### src/rtl/xif_pkg.sv
// Shared CV-X-IF types: the default interface result records and the
// per-entry lifecycle of an offloaded instruction in the commit tracker.
package xif_pkg;

  localparam int unsigned X_ID_WIDTH_DEF  = 4;
  localparam int unsigned X_RFW_WIDTH_DEF = 32;
  localparam int unsigned XLEN_DEF        = 32;

  // Lifecycle of one tracker slot
  typedef enum logic [1:0] {
    ENT_FREE      = 2'd0,
    ENT_ISSUED    = 2'd1,
    ENT_COMMITTED = 2'd2,
    ENT_KILLED    = 2'd3
  } ent_state_e;

  // Result as produced by an execution unit
  typedef struct packed {
    logic [X_ID_WIDTH_DEF-1:0]               id;
    logic [X_RFW_WIDTH_DEF-1:0]              data;
    logic [4:0]                              rd;
    logic [X_RFW_WIDTH_DEF/XLEN_DEF-1:0]     we;
    logic                                    exc;
    logic [5:0]                              exccode;
  } x_exec_result_t;

  // Result as presented to the core
  typedef struct packed {
    logic [X_ID_WIDTH_DEF-1:0]               id;
    logic [X_RFW_WIDTH_DEF-1:0]              data;
    logic [4:0]                              rd;
    logic [X_RFW_WIDTH_DEF/XLEN_DEF-1:0]     we;
    logic                                    exc;
    logic [5:0]                              exccode;
  } x_result_t;

endpackage

### src/rtl/xif_id_cam.sv
// Masked ID match over all tracker slots. Returns the lowest matching slot
// as a one-hot vector so callers can update entries without an encoder.
module xif_id_cam #(
  parameter int unsigned DEPTH      = 4,
  parameter int unsigned X_ID_WIDTH = 4
) (
  input  logic [DEPTH-1:0][X_ID_WIDTH-1:0] ids_i,
  input  logic [DEPTH-1:0]                 mask_i,
  input  logic [X_ID_WIDTH-1:0]            key_i,
  output logic [DEPTH-1:0]                 onehot_o,
  output logic                             hit_o
);

  logic found;

  // First masked slot whose ID equals the key wins
  always_comb begin
    onehot_o = '0;
    found    = 1'b0;
    for (int i = 0; i < DEPTH; i++) begin
      if (mask_i[i] && (ids_i[i] == key_i) && !found) begin
        onehot_o[i] = 1'b1;
        found       = 1'b1;
      end
    end
    hit_o = found;
  end

endmodule

### src/rtl/xif_commit_tracker.sv
// In-order commit tracker for offloaded instructions: allocates a slot per
// issue, applies commit/kill and out-of-order execution results, and hands
// one result per committed instruction back to the core in issue order.
module xif_commit_tracker
  import xif_pkg::*;
#(
  parameter int unsigned X_ID_WIDTH  = 4,
  parameter int unsigned DEPTH       = 4,
  parameter int unsigned X_RFW_WIDTH = 32,
  parameter int unsigned XLEN        = 32
) (
  input  logic                            clk_i,
  input  logic                            rst_ni,
  input  logic                            issue_valid_i,
  output logic                            issue_ready_o,
  input  logic [X_ID_WIDTH-1:0]           issue_id_i,
  input  logic                            commit_valid_i,
  input  logic [X_ID_WIDTH-1:0]           commit_id_i,
  input  logic                            commit_kill_i,
  input  logic                            ex_valid_i,
  output logic                            ex_ready_o,
  input  logic [X_ID_WIDTH-1:0]           ex_id_i,
  input  logic [X_RFW_WIDTH-1:0]          ex_data_i,
  input  logic [4:0]                      ex_rd_i,
  input  logic [X_RFW_WIDTH/XLEN-1:0]     ex_we_i,
  input  logic                            ex_exc_i,
  input  logic [5:0]                      ex_exccode_i,
  output logic                            result_valid_o,
  input  logic                            result_ready_i,
  output logic [X_ID_WIDTH-1:0]           result_id_o,
  output logic [X_RFW_WIDTH-1:0]          result_data_o,
  output logic [4:0]                      result_rd_o,
  output logic [X_RFW_WIDTH/XLEN-1:0]     result_we_o,
  output logic                            result_exc_o,
  output logic [5:0]                      result_exccode_o,
  output logic [$clog2(DEPTH+1)-1:0]      outstanding_o,
  output logic                            err_o
);

  localparam int unsigned WE_W  = X_RFW_WIDTH / XLEN;
  localparam int unsigned PTR_W = $clog2(DEPTH);
  localparam int unsigned CNT_W = $clog2(DEPTH + 1);

  // Stored result payload; the ID lives in id_q from issue time
  typedef struct packed {
    logic [X_RFW_WIDTH-1:0] data;
    logic [4:0]             rd;
    logic [WE_W-1:0]        we;
    logic                   exc;
    logic [5:0]             exccode;
  } res_t;

  ent_state_e [DEPTH-1:0]              state_q, state_d;
  logic [DEPTH-1:0]                    has_res_q, has_res_d;
  logic [DEPTH-1:0][X_ID_WIDTH-1:0]    id_q;
  res_t [DEPTH-1:0]                    res_q;
  logic [PTR_W-1:0]                    head_q, head_d, tail_q, tail_d;
  logic [CNT_W-1:0]                    cnt_q, cnt_d;
  logic                                err_q, err_d;

  logic                                issue_fire, dup_id, retire;
  logic [DEPTH-1:0]                    live, cmt_mask, cmt_oh, ex_oh;
  logic [DEPTH-1:0][X_ID_WIDTH-1:0]    cmt_ids;
  logic                                cmt_hit, ex_hit, cmt_ok, ex_wr;

  assign issue_ready_o = (cnt_q < CNT_W'(DEPTH));
  assign issue_fire    = issue_valid_i & issue_ready_o;
  assign ex_ready_o    = 1'b1;
  assign outstanding_o = cnt_q;
  assign err_o         = err_q;

  // Live-slot mask, commit lookup view (includes the slot allocated this cycle)
  // and duplicate-ID detection for the incoming issue
  always_comb begin
    live     = '0;
    dup_id   = 1'b0;
    for (int i = 0; i < DEPTH; i++) begin
      live[i] = (state_q[i] != ENT_FREE);
      if (live[i] && (id_q[i] == issue_id_i)) dup_id = 1'b1;
    end
    cmt_ids  = id_q;
    cmt_mask = live;
    if (issue_fire) begin
      cmt_ids[tail_q]  = issue_id_i;
      cmt_mask[tail_q] = 1'b1;
    end
  end

  xif_id_cam #(.DEPTH(DEPTH), .X_ID_WIDTH(X_ID_WIDTH)) u_cmt_cam (
    .ids_i    (cmt_ids),
    .mask_i   (cmt_mask),
    .key_i    (commit_id_i),
    .onehot_o (cmt_oh),
    .hit_o    (cmt_hit)
  );

  xif_id_cam #(.DEPTH(DEPTH), .X_ID_WIDTH(X_ID_WIDTH)) u_ex_cam (
    .ids_i    (id_q),
    .mask_i   (live),
    .key_i    (ex_id_i),
    .onehot_o (ex_oh),
    .hit_o    (ex_hit)
  );

  // Commit is legal only against a slot still waiting for its verdict
  always_comb begin
    cmt_ok = 1'b0;
    for (int i = 0; i < DEPTH; i++) begin
      if (cmt_oh[i] && ((state_q[i] == ENT_ISSUED) ||
                        (issue_fire && (PTR_W'(i) == tail_q)))) begin
        cmt_ok = 1'b1;
      end
    end
  end

  assign ex_wr  = ex_valid_i & ex_hit & ~(|(ex_oh & has_res_q));
  assign retire = has_res_q[head_q] &
                  (((state_q[head_q] == ENT_COMMITTED) & result_ready_i) |
                   (state_q[head_q] == ENT_KILLED));

  // Next-state for slot lifecycle, pointers, occupancy and sticky error
  always_comb begin
    state_d   = state_q;
    has_res_d = has_res_q;
    head_d    = head_q;
    tail_d    = tail_q;
    err_d     = err_q;
    cnt_d     = cnt_q + CNT_W'(issue_fire) - CNT_W'(retire);
    if (issue_valid_i && !issue_ready_o) err_d = 1'b1;
    if (issue_fire) begin
      state_d[tail_q]   = ENT_ISSUED;
      has_res_d[tail_q] = 1'b0;
      tail_d            = tail_q + 1'b1;
      if (dup_id) err_d = 1'b1;
    end
    if (commit_valid_i) begin
      if (!cmt_ok) begin
        err_d = 1'b1;
      end else begin
        for (int i = 0; i < DEPTH; i++) begin
          if (cmt_oh[i]) state_d[i] = commit_kill_i ? ENT_KILLED : ENT_COMMITTED;
        end
      end
    end
    if (ex_valid_i && !ex_wr) err_d = 1'b1;
    if (ex_wr) has_res_d = has_res_d | ex_oh;
    if (retire) begin
      state_d[head_q]   = ENT_FREE;
      has_res_d[head_q] = 1'b0;
      head_d            = head_q + 1'b1;
    end
  end

  // Control state register
  always_ff @(posedge clk_i or negedge rst_ni) begin
    if (!rst_ni) begin
      for (int i = 0; i < DEPTH; i++) state_q[i] <= ENT_FREE;
      has_res_q <= '0;
      head_q    <= '0;
      tail_q    <= '0;
      cnt_q     <= '0;
      err_q     <= 1'b0;
    end else begin
      state_q   <= state_d;
      has_res_q <= has_res_d;
      head_q    <= head_d;
      tail_q    <= tail_d;
      cnt_q     <= cnt_d;
      err_q     <= err_d;
    end
  end

  // Slot payload storage; qualified by slot state, so no reset needed
  always_ff @(posedge clk_i) begin
    if (issue_fire) id_q[tail_q] <= issue_id_i;
    for (int i = 0; i < DEPTH; i++) begin
      if (ex_wr && ex_oh[i]) res_q[i] <= '{ex_data_i, ex_rd_i, ex_we_i, ex_exc_i, ex_exccode_i};
    end
  end

  assign result_valid_o = has_res_q[head_q] & (state_q[head_q] == ENT_COMMITTED);

  // Head result fields, held at zero whenever no result is offered
  always_comb begin
    result_id_o      = '0;
    result_data_o    = '0;
    result_rd_o      = '0;
    result_we_o      = '0;
    result_exc_o     = 1'b0;
    result_exccode_o = '0;
    if (result_valid_o) begin
      result_id_o      = id_q[head_q];
      result_data_o    = res_q[head_q].data;
      result_rd_o      = res_q[head_q].rd;
      result_we_o      = res_q[head_q].we;
      result_exc_o     = res_q[head_q].exc;
      result_exccode_o = res_q[head_q].exccode;
    end
  end

endmodule

### config.mk
export PLATFORM = sky130hd
export DESIGN_NAME = xif_commit_tracker
export DESIGN_NICKNAME = d
export VERILOG_FILES = /design/src/rtl/xif_pkg.sv /design/src/rtl/xif_id_cam.sv /design/src/rtl/xif_commit_tracker.sv
export SDC_FILE = /design/constraint.sdc
export NUM_CORES = 1
export LEC_CHECK = 0
export ABC_AREA = 1
export CELL_PAD_IN_SITES_DETAIL_PLACEMENT = 0
export CELL_PAD_IN_SITES_GLOBAL_PLACEMENT = 1
export CORE_ASPECT_RATIO = 0.8
export CORE_MARGIN = 5
export CORE_UTILIZATION = 54
export CTS_CLUSTER_SIZE = 28
export DETAILED_ROUTE_END_ITERATION = 7
export DONT_BUFFER_PORTS = 1
export GPL_ROUTABILITY_DRIVEN = 0
export PLACE_DENSITY_LB_ADDON = 0.1
export SYNTH_ARGS = -nofsm -noshare
export SYNTH_HDL_FRONTEND = slang
export SYNTH_SLANG_ARGS = --single-unit
### constraint.sdc
create_clock -name clk_i -period 7.2 [get_ports clk_i]
set_clock_uncertainty 0.15 [all_clocks]
set_input_delay 0.72 -clock clk_i [delete_from_list [all_inputs] [get_ports clk_i]]
set_output_delay 0.72 -clock clk_i [all_outputs]
set_load 0.01 [all_outputs]
==> flow_results.xml, run 1 <==
<?xml version="1.0" encoding="UTF-8"?>
<metrics>
  <group name="critical_path">
    <metric name="timing.reg2reg.setup_slack" unit="ns">3.14</metric>
    <metric name="cp_data_required_time" unit="ns">6.33</metric>
    <metric name="critical_path.slowest_cell" unit="">sky130_fd_sc_hd__dfrtp_4</metric>
    <metric name="critical_path.max_fanout" unit="">104</metric>
    <metric name="path_class" unit="">reg2out</metric>
    <metric name="critPathLaunchType" unit="">flip-flop</metric>
    <metric name="worst_setup_path_end_kind" unit="">primary output</metric>
    <metric name="critical_path.most_common_cell" unit="">sky130_fd_sc_hd__inv_2</metric>
    <metric name="critical_path.cell_chain" unit="">inv_2 -&gt; o21ai_0 -&gt; o22ai_1 -&gt; nor2_1 -&gt; inv_2 -&gt; a221oi_1</metric>
    <metric name="critPathMaxStageDelay" unit="ns">1.10</metric>
    <metric name="critical_path_arrival" unit="ns">3.97</metric>
  </group>
  <group name="logic_synthesis">
    <metric name="synth-async-reset-ratio" unit="%">9.26</metric>
    <metric name="synth_edf_count" unit="">180</metric>
    <metric name="ys_dominant_reg_cell" unit="">sky130_fd_sc_hd__edfxtp_1</metric>
    <metric name="synth_sequential_area_ratio" unit="%">63.7</metric>
    <metric name="syn_inst" unit="">949</metric>
    <metric name="syn_area" unit="sq um">9770</metric>
    <metric name="synth-warning-count" unit="">0</metric>
    <metric name="postSynthNetCount" unit="">1024</metric>
    <metric name="syn_area_per_cell" unit="sq um">10.3</metric>
    <metric name="yosysUniqueCellTypes" unit="">46</metric>
    <metric name="synth-seq-cells" unit="">216</metric>
  </group>
  <group name="sta">
    <metric name="maxSlewViolCount" unit="">0</metric>
    <metric name="max_slew_margin" unit="%">22.3</metric>
    <metric name="setup_viol" unit="">0</metric>
    <metric name="max_slew.worst_pin.slew" unit="ns">1.16</metric>
    <metric name="layout_min_cycle_time" unit="ns">4.84</metric>
    <metric name="max_clock_freq" unit="MHz">206</metric>
    <metric name="rsz0062_at_grt" unit="">no</metric>
    <metric name="finalCritPeriodShare" unit="%">67.3</metric>
    <metric name="hold_viol" unit="">0</metric>
    <metric name="fin_tns_setup" unit="ns">0</metric>
  </group>
  <group name="finish">
    <metric name="number_of_antenna_diodes" unit="">0</metric>
    <metric name="finish.net_count" unit="">1003</metric>
    <metric name="area_delta_synth_final" unit="%">8.26</metric>
    <metric name="fillers" unit="">1488</metric>
    <metric name="layout.cell_area.non_filler" unit="sq um">10600</metric>
    <metric name="finalNonFillerCells" unit="">1174</metric>
    <metric name="layout-drive-gt1-share" unit="%">7.94</metric>
  </group>
  <group name="placement">
    <metric name="numPlacedInstances" unit="">1133</metric>
    <metric name="hpwlAfterDp" unit="um">15200</metric>
    <metric name="dpl-instance-area" unit="sq um">9850</metric>
    <metric name="io_buffer_count" unit="">0</metric>
  </group>
  <group name="power_and_ir_drop">
    <metric name="ir_worst_vdd" unit="mV">0.233</metric>
    <metric name="switching_share" unit="%">38.7</metric>
    <metric name="power_frac_comb" unit="%">32.2</metric>
    <metric name="p_per_area" unit="nW/um^2">396</metric>
    <metric name="p_leak" unit="uW">0.00393</metric>
    <metric name="pwr-share-seq" unit="%">41.1</metric>
    <metric name="fraction_of_power_consumed_by_the_clock_network" unit="%">26.7</metric>
    <metric name="power.internal" unit="uW">2570</metric>
    <metric name="switching_power" unit="uW">1620</metric>
  </group>
  <group name="floorplanning">
    <metric name="floorplan.io_pins" unit="">120</metric>
    <metric name="fp.dieArea" unit="sq um">20900</metric>
    <metric name="placementRows" unit="">44</metric>
    <metric name="placeableCoreArea" unit="sq um">17900</metric>
    <metric name="die_h" unit="um">130</metric>
    <metric name="initial_core_util" unit="%">54.4</metric>
    <metric name="floorplan.die.width" unit="um">160</metric>
  </group>
  <group name="global_routing">
    <metric name="first_global_vias" unit="">6532</metric>
    <metric name="grt_pass1_wl" unit="um">36700</metric>
    <metric name="grt_max_degree" unit="">105</metric>
    <metric name="grt_util_all_layers" unit="%">22.3</metric>
    <metric name="overflow" unit="">0</metric>
    <metric name="antenna_found_initial" unit="">0</metric>
  </group>
  <group name="clock_tree">
    <metric name="tritoncts" unit="">done</metric>
    <metric name="clock_tree.htree_level_count" unit="">1</metric>
    <metric name="cts_root_buffer" unit="">sky130_fd_sc_hd__clkbuf_16</metric>
    <metric name="clock_sinks" unit="">216</metric>
    <metric name="cts.repair_timing.setup_buffer_count" unit="">0</metric>
    <metric name="clock_insertion_delay_worst_skew" unit="ns">0.50</metric>
    <metric name="clock_path_buffers" unit="">3</metric>
    <metric name="cts.reportedPaths.clkPinSlew" unit="ns">0.06</metric>
    <metric name="tritoncts.num_buffers" unit="">22</metric>
  </group>
  <group name="status">
    <metric name="outcome" unit="">completed</metric>
  </group>
  <group name="drt">
    <metric name="postRouteWirelength" unit="um">23800</metric>
    <metric name="drt-wirelength-per-cell" unit="um">20.2</metric>
    <metric name="iteration_0_drc_markers" unit="">672</metric>
    <metric name="avgViaCountPerCell" unit="">5.83</metric>
    <metric name="routed-via-count" unit="">6846</metric>
    <metric name="drt-pass1-iter-count" unit="">5</metric>
    <metric name="remaining_drc_errors" unit="">0</metric>
    <metric name="drt.antenna.violating_nets" unit="">0</metric>
  </group>
  <group name="worst_hold_path">
    <metric name="hp-class" unit="">in2reg</metric>
  </group>
  <group name="run">
    <metric name="maxCapViolations" unit="">0</metric>
  </group>
</metrics>
[synthesized netlist by cell type, types with 2 or more instances]
cell / count / area share [%]
sky130_fd_sc_hd__nor2_2: 2 / 0.13
sky130_fd_sc_hd__nand3_2: 8 / 0.82
sky130_fd_sc_hd__o21ai_0: 101 / 5.2
sky130_fd_sc_hd__o211ai_1: 3 / 0.23
sky130_fd_sc_hd__buf_2: 3 / 0.15
sky130_fd_sc_hd__o21ai_1: 2 / 0.10
sky130_fd_sc_hd__a21boi_0: 2 / 0.15
sky130_fd_sc_hd__ha_1: 10 / 1.3
sky130_fd_sc_hd__a221oi_1: 4 / 0.36
sky130_fd_sc_hd__buf_4: 3 / 0.23
sky130_fd_sc_hd__nand2_2: 11 / 0.70
sky130_fd_sc_hd__inv_1: 61 / 2.3
sky130_fd_sc_hd__nor2_4: 3 / 0.35
sky130_fd_sc_hd__a211oi_1: 3 / 0.23
sky130_fd_sc_hd__nand2_1: 95 / 3.6
sky130_fd_sc_hd__nor3_1: 3 / 0.15
sky130_fd_sc_hd__xnor2_1: 8 / 0.72
sky130_fd_sc_hd__inv_2: 3 / 0.12
sky130_fd_sc_hd__a21oi_1: 70 / 3.6
sky130_fd_sc_hd__edfxtp_1: 180 / 55
sky130_fd_sc_hd__buf_6: 3 / 0.35
sky130_fd_sc_hd__a31oi_1: 2 / 0.13
sky130_fd_sc_hd__nor2_1: 202 / 7.8
sky130_fd_sc_hd__nand3_1: 40 / 2.0
sky130_fd_sc_hd__dfrtp_1: 20 / 5.1
sky130_fd_sc_hd__dfxtp_1: 16 / 3.3
sky130_fd_sc_hd__buf_1: 5 / 0.19
sky130_fd_sc_hd__nand4_1: 20 / 1.3
sky130_fd_sc_hd__xor2_1: 5 / 0.45
sky130_fd_sc_hd__clkbuf_1: 34 / 1.3
sky130_fd_sc_hd__o22ai_1: 12 / 0.77
[cells by family after synthesis]
logic type	Yosys count	share of synthesized area (%)
AND/OR/NAND/NOR	387	17.2
flip-flops	216	63.7
AO/OA/AOI/OAI	207	11.5
buffers and inverters	114	4.90
XOR/XNOR	13	1.17
adder cells (fa/ha/maj)	11	1.49
other	1	0.0384
[what timing repair did]
| item | in CTS | in global routing |
|---|---|---|
| hold buffers | 1 | 0 |
| resized for setup | 0 | 0 |
| hold endpoints to repair | 20 | 0 |
| endpoints found under the setup margin | 0 | 0 |
[cell type report]
type                    count  area [sq um]  area share, %
clock buffers              30           612           5.78
clock inverters            10           103          0.970
inverters                  65           246           2.33
multi-input cells         619          3070           29.0
flip-flops and latches    216          6230           58.9
well taps                 230           288           2.72
repair buffers              4          32.5          0.308
[layer usage]
metal	vias up	wire [um]	global-route usage (%)
li1	3243	-	-
met3	29	2410	7.14
met1	3296	10600	32.7
met5	-	0	0
met4	0	337	4.35
met2	278	10400	33.0
[power groups by stage]
| stage | combinational, uW | sequential (uW) | clock, uW |
|---|---|---|---|
| 6_report | 1350 | 1720 | 1120 |
| 5_1_grt | 1520 | 1740 | 1190 |
| 4_1_cts | 1350 | 1720 | 1140 |
| 3_5_place_dp | 1340 | 1740 | 0 |
| 3_3_place_gp | 1310 | 1740 | 0 |
| 2_1_floorplan | 1110 | 1600 | 0 |
[path summary, 6_finish.rpt]
path,cells past startpoint,end,start
max,6,result_id_o[2],head_q[0]
min,0,res_q[113],ex_data_i[10]
max reg2reg,12,outstanding_o[2],head_q[0]
min reg2reg,1,tail_q[0],tail_q[0]
max in group asynchronous,1,head_q[0],rst_ni
min in group asynchronous,1,outstanding_o[0],rst_ni
[worst max-delay path, delay by kind of cell (launching register included)]
family	cells	cell delay (ns)
flops	1	1.10
buf+inv	2	0.86
compound gates	3	1.11
simple gates	1	0.30
[layout by cell type, fill, tap and decap left out, drive strengths merged, types with 2 or more instances in the layout]
cell type and n:
xor2 5, o22ai 12, bufinv 2, dfrtp 20
o21bai 2, a221oi 4, clkbuf 30, inv 65
a21boi 2, a21oi 71, a211oi 3, dfxtp 16
nor2 207, nand2 106, clkinv 7, edfxtp 180
o21ai 104, xnor2 8, buf 3, nand4 20
ha 10, o211ai 3, nor3 3, a31oi 2
nand3 49
[flip-flops by register name (all words and copies together) (netlist names)]
name / cells
res_q: 180
has_res_q: 4
err_o: 1
outstanding_o: 3
state_q: 8
head_q: 2
tail_q: 2
id_q: 16
[stage by stage]
| stage | hold WS (ns) | util [%] | worst slack (ns) | power [uW] |
|---|---|---|---|---|
| floorplan | 0.274 | - | 4.09 | 2710 |
| global placement | 0.275 | 54.9 | 3.11 | 3050 |
| detailed placement | 0.275 | 54.9 | 2.85 | 3080 |
| CTS | 0.145 | 58.9 | 2.32 | 4200 |
| global route | 0.148 | 58.9 | 1.99 | 4460 |
| finish | 0.166 | 58.9 | 2.36 | 4190 |
(Power assumes the default switching activity.)
==> run 2: changes to the inputs <==
--- a/config.mk
+++ b/config.mk
@@ -10,7 +10,7 @@
 export CELL_PAD_IN_SITES_GLOBAL_PLACEMENT = 1
 export CORE_ASPECT_RATIO = 0.8
 export CORE_MARGIN = 5
-export CORE_UTILIZATION = 54
+export CORE_UTILIZATION = 45
 export CTS_CLUSTER_SIZE = 28
 export DETAILED_ROUTE_END_ITERATION = 7
 export DONT_BUFFER_PORTS = 1
==> constraint.sdc (replaced) <==
create_clock -name clk_i -period 4.3 [get_ports clk_i]
set_clock_uncertainty 0.15 [all_clocks]
set_input_delay 0.43 -clock clk_i [delete_from_list [all_inputs] [get_ports clk_i]]
set_output_delay 0.43 -clock clk_i [all_outputs]
set_load 0.01 [all_outputs]
==> run 2 against run 1 <==
Register-to-register slack got worse by 2.4 ns. First-iteration DRC count fell by 25%. Global-route usage fell by 2.2 points. Routed wire length rose by 7.4%. Total power rose by 71%. Via count rose by 2.5%. Largest cell class unchanged. Flip-flop and latch count did not move. Largest power group unchanged. Critical path depth rose by 1.
==> flow_results.xml, run 2 (same netlist as run 1, synthesis figures left out) <==
<?xml version="1.0" encoding="UTF-8"?>
<metrics>
  <group name="sta">
    <metric name="layout_min_cycle_time" unit="ns">3.54</metric>
    <metric name="maxSlewViolCount" unit="">0</metric>
    <metric name="setup_viol" unit="">0</metric>
    <metric name="max_slew_margin" unit="%">28.5</metric>
    <metric name="rsz0062_at_grt" unit="">no</metric>
    <metric name="max_clock_freq" unit="MHz">282</metric>
    <metric name="fin_tns_setup" unit="ns">0</metric>
    <metric name="max_slew.worst_pin.slew" unit="ns">1.07</metric>
    <metric name="setup_ws" unit="ns">0.759</metric>
    <metric name="hold_viol" unit="">0</metric>
    <metric name="finalCritPeriodShare" unit="%">82.3</metric>
  </group>
  <group name="drt">
    <metric name="routed-via-count" unit="">7020</metric>
    <metric name="iteration_0_drc_markers" unit="">504</metric>
    <metric name="drt-wirelength-per-cell" unit="um">19.9</metric>
    <metric name="avgViaCountPerCell" unit="">5.46</metric>
    <metric name="remaining_drc_errors" unit="">0</metric>
    <metric name="drt.antenna.violating_nets" unit="">0</metric>
    <metric name="postRouteWirelength" unit="um">25500</metric>
    <metric name="drt-pass1-iter-count" unit="">4</metric>
  </group>
  <group name="finish">
    <metric name="regMostFlops" unit="">res_q</metric>
    <metric name="number_of_antenna_diodes" unit="">0</metric>
    <metric name="layout_commonest_cell" unit="">sky130_fd_sc_hd__nor2_1</metric>
    <metric name="largest_register_ffs" unit="">180</metric>
    <metric name="layout.cells.most_common_list" unit="">sky130_fd_sc_hd__nor2_1 (202), sky130_fd_sc_hd__edfxtp_1 (180), sky130_fd_sc_hd__o21ai_0 (101)</metric>
    <metric name="layout-drive-gt1-share" unit="%">8.61</metric>
    <metric name="fillers" unit="">1918</metric>
    <metric name="finish.net_count" unit="">1069</metric>
    <metric name="area_delta_synth_final" unit="%">15.5</metric>
    <metric name="largestRegisters" unit="">res_q: 180 flops, id_q: 16 flops, state_q: 8 flops</metric>
  </group>
  <group name="global_routing">
    <metric name="overflow" unit="">0</metric>
    <metric name="grt_pass1_wl" unit="um">38900</metric>
    <metric name="grt_util_all_layers" unit="%">20.0</metric>
    <metric name="first_global_vias" unit="">6804</metric>
    <metric name="grt_max_degree" unit="">99</metric>
    <metric name="antenna_found_initial" unit="">1</metric>
  </group>
  <group name="floorplanning">
    <metric name="placementRows" unit="">48</metric>
    <metric name="fp.dieArea" unit="sq um">24800</metric>
    <metric name="floorplan.io_pins" unit="">120</metric>
    <metric name="floorplan.die.width" unit="um">175</metric>
    <metric name="placeableCoreArea" unit="sq um">21500</metric>
    <metric name="initial_core_util" unit="%">45.4</metric>
    <metric name="die_h" unit="um">142</metric>
  </group>
  <group name="critical_path">
    <metric name="worst_setup_path_end_kind" unit="">primary output</metric>
    <metric name="critical_path.cell_chain" unit="">inv_2 -&gt; o21ai_0 -&gt; o22ai_1 -&gt; nor2_1 -&gt; inv_2 -&gt; buf_4 -&gt; a21oi_1</metric>
    <metric name="critPathLaunchType" unit="">flip-flop</metric>
    <metric name="startpoint" unit="">head_q[0]</metric>
    <metric name="critical_path.most_common_cell" unit="">sky130_fd_sc_hd__inv_2</metric>
    <metric name="path_class" unit="">reg2out</metric>
    <metric name="critical_path.slowest_cell" unit="">sky130_fd_sc_hd__dfrtp_4</metric>
    <metric name="critical_path.max_fanout" unit="">42</metric>
    <metric name="cp_data_required_time" unit="ns">3.72</metric>
    <metric name="critical_path_arrival" unit="ns">2.96</metric>
    <metric name="critPathMaxStageDelay" unit="ns">0.45</metric>
    <metric name="r2r-start" unit="">outstanding_o[2]</metric>
  </group>
  <group name="power_and_ir_drop">
    <metric name="switching_share" unit="%">38.5</metric>
    <metric name="ir_worst_vdd" unit="mV">0.503</metric>
    <metric name="p_leak" unit="uW">0.00422</metric>
    <metric name="fraction_of_power_consumed_by_the_clock_network" unit="%">26.6</metric>
    <metric name="p_per_area" unit="nW/um^2">633</metric>
    <metric name="power_frac_comb" unit="%">34.8</metric>
    <metric name="pwr-share-seq" unit="%">38.6</metric>
    <metric name="power.internal" unit="uW">4390</metric>
    <metric name="switching_power" unit="uW">2750</metric>
  </group>
  <group name="clock_tree">
    <metric name="cts.reportedPaths.clkPinSlew" unit="ns">0.06</metric>
    <metric name="clock_tree.htree_level_count" unit="">1</metric>
    <metric name="tritoncts" unit="">done</metric>
    <metric name="clock_path_buffers" unit="">3</metric>
    <metric name="cts_root_buffer" unit="">sky130_fd_sc_hd__clkbuf_16</metric>
    <metric name="tritoncts.num_buffers" unit="">23</metric>
    <metric name="clock_sinks" unit="">216</metric>
    <metric name="clock_insertion_delay_worst_skew" unit="ns">0.49</metric>
  </group>
  <group name="worst_hold_path">
    <metric name="hp-class" unit="">in2reg</metric>
    <metric name="min-delay-start" unit="">issue_id_i[2]</metric>
  </group>
  <group name="placement">
    <metric name="hpwlAfterDp" unit="um">16400</metric>
    <metric name="io_buffer_count" unit="">0</metric>
    <metric name="preCtsSetupSlack" unit="ns">1.05</metric>
  </group>
  <group name="run">
    <metric name="maxCapViolations" unit="">0</metric>
  </group>
  <group name="status">
    <metric name="outcome" unit="">completed</metric>
  </group>
</metrics>
-- run 2: cell count changes in the layout (fill, tap and decap cells not counted), sizes merged --
cell,previous run,this run
dlygate4sd3,1,56
clkinv,7,5
clkbuf,30,31
buf,3,13
inv,65,66
clkinvlp,1,2
-- run 2: final cells by class --
cell class,instances,area [sq um],area share [%]
Inverter,65,246,2.18
Multi-Input combinational cell,619,3070,27.2
Clock buffer,31,626,5.54
Clock inverter,10,104,0.920
Tap cell,275,344,3.05
Sequential cell,216,6230,55.2
Timing Repair Buffer,69,671,5.94
-- run 2: repair_timing --
action / 4_1_cts / 5_1_grt
hold buffers: 57 / 0
hold endpoints to repair: 213 / 0
resized for setup: 0 / 0
buffers inserted: 0 / 0
-- run 2: through the flow --
stage                     hold WS [ns]  util [%]  instances  power (uW)  cell area [sq um]
final                           0.0162      52.5       1285        7150              11300
after global routing            0.0170      52.5       1285        7610              11300
after CTS                     0.000313      52.5       1285        7190              11300
after detailed placement       -0.0145      46.4       1187        5200               9980
after global placement         -0.0145      46.4       1187        5160               9980
after floorplan                -0.0156         -        949        4540               9770
-- run 2: path summary, 6_finish.rpt --
kind                       cells past startpoint           endpoint  slack, ns
setup / recovery                               7  result_data_o[29]       0.76
max in group asynchronous                      2          head_q[0]       3.57
setup reg to reg                              13         state_q[2]       0.79
min in group asynchronous                      2   outstanding_o[2]       0.26
hold / removal                                 2            id_q[6]       0.02
hold reg to reg                                1          tail_q[0]       0.38
-- run 2: worst max-delay path, delay by kind of cell (launching register included) --
kind                   cells  cell delay, ns
AND/OR/NAND/NOR            1            0.40
AO/OA/AOI/OAI              3            0.69
buffers and inverters      3            0.89
flip-flops                 1            0.45
-- run 2: per-layer routing --
layer / track usage [%] / share of wire [%] / wire (um)
met1: 28.3 / 45 / 11600
met4: 3.35 / 1.2 / 315
met3: 6.13 / 8.8 / 2240
met2: 31.3 / 44 / 11300
met5: 0 / 0.027 / 7
-- run 2: power groups by stage --
stage	logic (uW)	clock network, uW	registers, uW
final	2480	1900	2760
after floorplan	1860	0	2670
after CTS	2500	1950	2750
after detailed placement	2410	0	2790
after global placement	2370	0	2790
after global routing	2790	2030	2780
==> run 3: changes to the inputs <==
--- a/config.mk
+++ b/config.mk
@@ -5,12 +5,12 @@
 export SDC_FILE = /design/constraint.sdc
 export NUM_CORES = 1
 export LEC_CHECK = 0
-export ABC_AREA = 1
+export ABC_AREA = 0
 export CELL_PAD_IN_SITES_DETAIL_PLACEMENT = 0
 export CELL_PAD_IN_SITES_GLOBAL_PLACEMENT = 1
 export CORE_ASPECT_RATIO = 0.8
 export CORE_MARGIN = 5
-export CORE_UTILIZATION = 45
+export CORE_UTILIZATION = 53
 export CTS_CLUSTER_SIZE = 28
 export DETAILED_ROUTE_END_ITERATION = 7
 export DONT_BUFFER_PORTS = 1
==> constraint.sdc (replaced) <==
create_clock -name clk_i -period 3.6 [get_ports clk_i]
set_clock_uncertainty 0.15 [all_clocks]
set_input_delay 0.36 -clock clk_i [delete_from_list [all_inputs] [get_ports clk_i]]
set_output_delay 0.36 -clock clk_i [all_outputs]
set_load 0.01 [all_outputs]
==> run 3 against run 2 <==
Routed wire length shrank 21%. Via count shrank 24%. Register-to-register slack lost 0.49 ns. Synthesized cell count shrank 37%. Highest routed layer is now met4.
==> flow_results.xml, run 3 <==
<?xml version="1.0" encoding="UTF-8"?>
<metrics>
  <group name="power_and_ir_drop">
    <metric name="ir_worst_vdd" unit="mV">0.376</metric>
    <metric name="p_leak" unit="uW">0.00374</metric>
    <metric name="p_per_area" unit="nW/um^2">740</metric>
  </group>
  <group name="critical_path">
    <metric name="cp_data_required_time" unit="ns">3.87</metric>
    <metric name="path_class" unit="">reg2reg</metric>
    <metric name="r2r-start" unit="">tail_q[0]</metric>
    <metric name="worst-r2r-cell-count" unit="">10</metric>
    <metric name="worst_setup_path_end_kind" unit="">flip-flop</metric>
    <metric name="timing.rr.end" unit="">err_o</metric>
    <metric name="timing.critical_path.to" unit="">err_o</metric>
    <metric name="startpoint" unit="">tail_q[0]</metric>
    <metric name="critical_path.max_fanout" unit="">8</metric>
    <metric name="critical_path_arrival" unit="ns">3.58</metric>
    <metric name="critPathLaunchType" unit="">flip-flop</metric>
    <metric name="timing.reg2reg.setup_slack" unit="ns">0.30</metric>
  </group>
  <group name="global_routing">
    <metric name="overflow" unit="">0</metric>
    <metric name="grt_max_degree" unit="">51</metric>
    <metric name="grt_pass1_wl" unit="um">31300</metric>
    <metric name="grt_util_all_layers" unit="%">19.4</metric>
    <metric name="antenna_found_initial" unit="">0</metric>
    <metric name="first_global_vias" unit="">5397</metric>
  </group>
  <group name="finish">
    <metric name="fillers" unit="">1261</metric>
    <metric name="sequential_standard_cell_area" unit="sq um">6230</metric>
    <metric name="area_delta_synth_final" unit="%">15.9</metric>
    <metric name="largestRegisters" unit="">res_q: 180 flops, id_q: 16 flops, state_q: 8 flops</metric>
    <metric name="layout-drive-gt1-share" unit="%">17.0</metric>
    <metric name="number_of_antenna_diodes" unit="">0</metric>
    <metric name="regMostFlops" unit="">res_q</metric>
    <metric name="finish.net_count" unit="">734</metric>
    <metric name="largest_register_ffs" unit="">180</metric>
    <metric name="layout_commonest_cell" unit="">sky130_fd_sc_hd__edfxtp_1</metric>
    <metric name="multi_input_area" unit="sq um">3080</metric>
    <metric name="layout.cells.most_common_list" unit="">sky130_fd_sc_hd__edfxtp_1 (180), sky130_fd_sc_hd__dlygate4sd3_1 (54), sky130_fd_sc_hd__nor2b_1 (52)</metric>
  </group>
  <group name="logic_synthesis">
    <metric name="synth.most_common_cell" unit="">sky130_fd_sc_hd__edfxtp_1</metric>
    <metric name="synth_sequential_area_ratio" unit="%">65.4</metric>
    <metric name="synth-async-reset-ratio" unit="%">9.26</metric>
    <metric name="yosysUniqueCellTypes" unit="">65</metric>
    <metric name="syn_inst" unit="">602</metric>
    <metric name="post-synth-top-area-fraction" unit="%">56.8</metric>
    <metric name="syn_area_per_cell" unit="sq um">15.8</metric>
    <metric name="synth-seq-cells" unit="">216</metric>
    <metric name="syn_area" unit="sq um">9510</metric>
    <metric name="synth-warning-count" unit="">0</metric>
    <metric name="ys_dominant_reg_cell" unit="">sky130_fd_sc_hd__edfxtp_1</metric>
    <metric name="synth.top_cells.by_count" unit="">sky130_fd_sc_hd__edfxtp_1 (180), sky130_fd_sc_hd__nor2b_1 (52), sky130_fd_sc_hd__mux4_2 (50)</metric>
    <metric name="postSynthNetCount" unit="">677</metric>
    <metric name="post-synth-top-area-cell" unit="">sky130_fd_sc_hd__edfxtp_1</metric>
    <metric name="synth_edf_count" unit="">180</metric>
    <metric name="top_cells_by_area_synth" unit="">sky130_fd_sc_hd__edfxtp_1 (57%), sky130_fd_sc_hd__mux4_2 (12%), sky130_fd_sc_hd__dfrtp_1 (5.3%), sky130_fd_sc_hd__nor2b_1 (3.4%), sky130_fd_sc_hd__dfxtp_1 (3.4%)</metric>
  </group>
  <group name="worst_hold_path">
    <metric name="min-delay-start" unit="">commit_valid_i</metric>
    <metric name="hp-class" unit="">in2reg</metric>
  </group>
  <group name="floorplanning">
    <metric name="floorplan.die.width" unit="um">160</metric>
    <metric name="initial_core_util" unit="%">54.4</metric>
    <metric name="fp.dieArea" unit="sq um">20700</metric>
    <metric name="floorplan.io_pins" unit="">120</metric>
    <metric name="die_h" unit="um">130</metric>
    <metric name="placeableCoreArea" unit="sq um">17500</metric>
    <metric name="placementRows" unit="">43</metric>
  </group>
  <group name="drt">
    <metric name="postRouteWirelength" unit="um">20200</metric>
    <metric name="iteration_0_drc_markers" unit="">356</metric>
    <metric name="routed-via-count" unit="">5307</metric>
    <metric name="remaining_drc_errors" unit="">0</metric>
    <metric name="drt.antenna.violating_nets" unit="">0</metric>
    <metric name="drt-pass1-iter-count" unit="">4</metric>
    <metric name="avgViaCountPerCell" unit="">5.92</metric>
    <metric name="drt-wirelength-per-cell" unit="um">22.5</metric>
  </group>
  <group name="sta">
    <metric name="layout_min_cycle_time" unit="ns">3.30</metric>
    <metric name="max_clock_freq" unit="MHz">303</metric>
    <metric name="max_slew_margin" unit="%">36.5</metric>
    <metric name="maxSlewViolCount" unit="">0</metric>
    <metric name="rsz0062_at_grt" unit="">no</metric>
    <metric name="fin_tns_setup" unit="ns">0</metric>
    <metric name="worst_hold_slack" unit="ns">0.101</metric>
    <metric name="setup_viol" unit="">0</metric>
    <metric name="finalCritPeriodShare" unit="%">91.8</metric>
    <metric name="hold_viol" unit="">0</metric>
    <metric name="setup_ws" unit="ns">0.295</metric>
    <metric name="max_slew.worst_pin.slew" unit="ns">0.950</metric>
  </group>
  <group name="run">
    <metric name="maxCapViolations" unit="">0</metric>
  </group>
  <group name="clock_tree">
    <metric name="cts_root_buffer" unit="">sky130_fd_sc_hd__clkbuf_16</metric>
    <metric name="tritoncts" unit="">done</metric>
    <metric name="tritoncts.num_buffers" unit="">22</metric>
    <metric name="clock_tree.htree_level_count" unit="">1</metric>
    <metric name="clock_path_buffers" unit="">3</metric>
    <metric name="clock_sinks" unit="">216</metric>
    <metric name="clock_insertion_delay_worst_skew" unit="ns">0.48</metric>
    <metric name="cts.reportedPaths.clkPinSlew" unit="ns">0.06</metric>
    <metric name="cts.repair_timing.setup_buffer_count" unit="">0</metric>
  </group>
  <group name="placement">
    <metric name="io_buffer_count" unit="">0</metric>
    <metric name="preCtsSetupSlack" unit="ns">0.683</metric>
    <metric name="hpwlAfterDp" unit="um">13200</metric>
  </group>
  <group name="status">
    <metric name="outcome" unit="">completed</metric>
  </group>
</metrics>
[run 3: power by group]
| part | switching (uW) | internal (uW) |
|---|---|---|
| Combinational | 1340 | 1230 |
| Sequential | 387 | 3040 |
| Clock | 865 | 1310 |
[run 3: worst min-delay path by stage]
stage | end | slack [ns] | cells after the start
final | state_q[2] | 0.10 | 2
after CTS | state_q[2] | 0.08 | 2
after detailed placement | outstanding_o[2] | -0.08 | 0
after floorplan | err_o | -0.09 | 0
after global routing | state_q[2] | 0.11 | 2
after global placement | outstanding_o[2] | -0.09 | 0
[run 3: metrics by stage]
step	instances	power [uW]	utilization [%]	area, sq um
floorplan	602	5330	-	9520
global route	897	8630	63.1	11000
detailed placement	806	5980	56.0	9790
global placement	806	5930	56.0	9790
CTS	897	8250	63.1	11000
finish	897	8160	63.1	11000
[run 3: what timing repair did]
item                                   CTS  global route
resized for setup                        0             1
setup endpoints to repair                0             2
hold buffers                            54             0
endpoints found under the hold margin  218             0
[run 3: critical path: stages (launching register included)]
cell,delay [ns]
sky130_fd_sc_hd__dfrtp_1,0.42
sky130_fd_sc_hd__inv_1,0.10
sky130_fd_sc_hd__ha_1,0.17
sky130_fd_sc_hd__and3b_1,0.48
sky130_fd_sc_hd__mux2_4,0.37
sky130_fd_sc_hd__xnor2_2,0.14
sky130_fd_sc_hd__nor4b_2,0.36
sky130_fd_sc_hd__a211o_1,0.23
sky130_fd_sc_hd__a21oi_1,0.08
sky130_fd_sc_hd__o21ai_0,0.17
sky130_fd_sc_hd__dlygate4sd3_1,0.57
[run 3: kinds of logic after synthesis]
logic type | Yosys count | share of synthesized area (%)
and+or+nand+nor | 151 | 8.67
xor gates and xnor gates | 42 | 3.95
adders and majority gates | 11 | 1.53
buffers and inverters | 57 | 2.52
other | 1 | 0.0394
muxes | 56 | 12.7
DFF | 216 | 65.4
AOI/OAI and AO/OA | 68 | 5.16
[run 3: per-layer routing]
layer	wire length, um	global-route usage (%)	vias to the layer above
li1	-	-	2401
met1	9190	29.7	2671
met2	9100	29.5	215
met3	1680	4.67	20
met4	208	3.19	0
met5	0	0	-
[run 3: layout make-up]
class,count,area share [%]
flip-flops and latches,216,56.5
clock inverters,10,0.942
clock buffers,27,5.36
repair buffers,66,5.95
well taps,225,2.55
multi-input cells,329,27.9
inverters,24,0.817
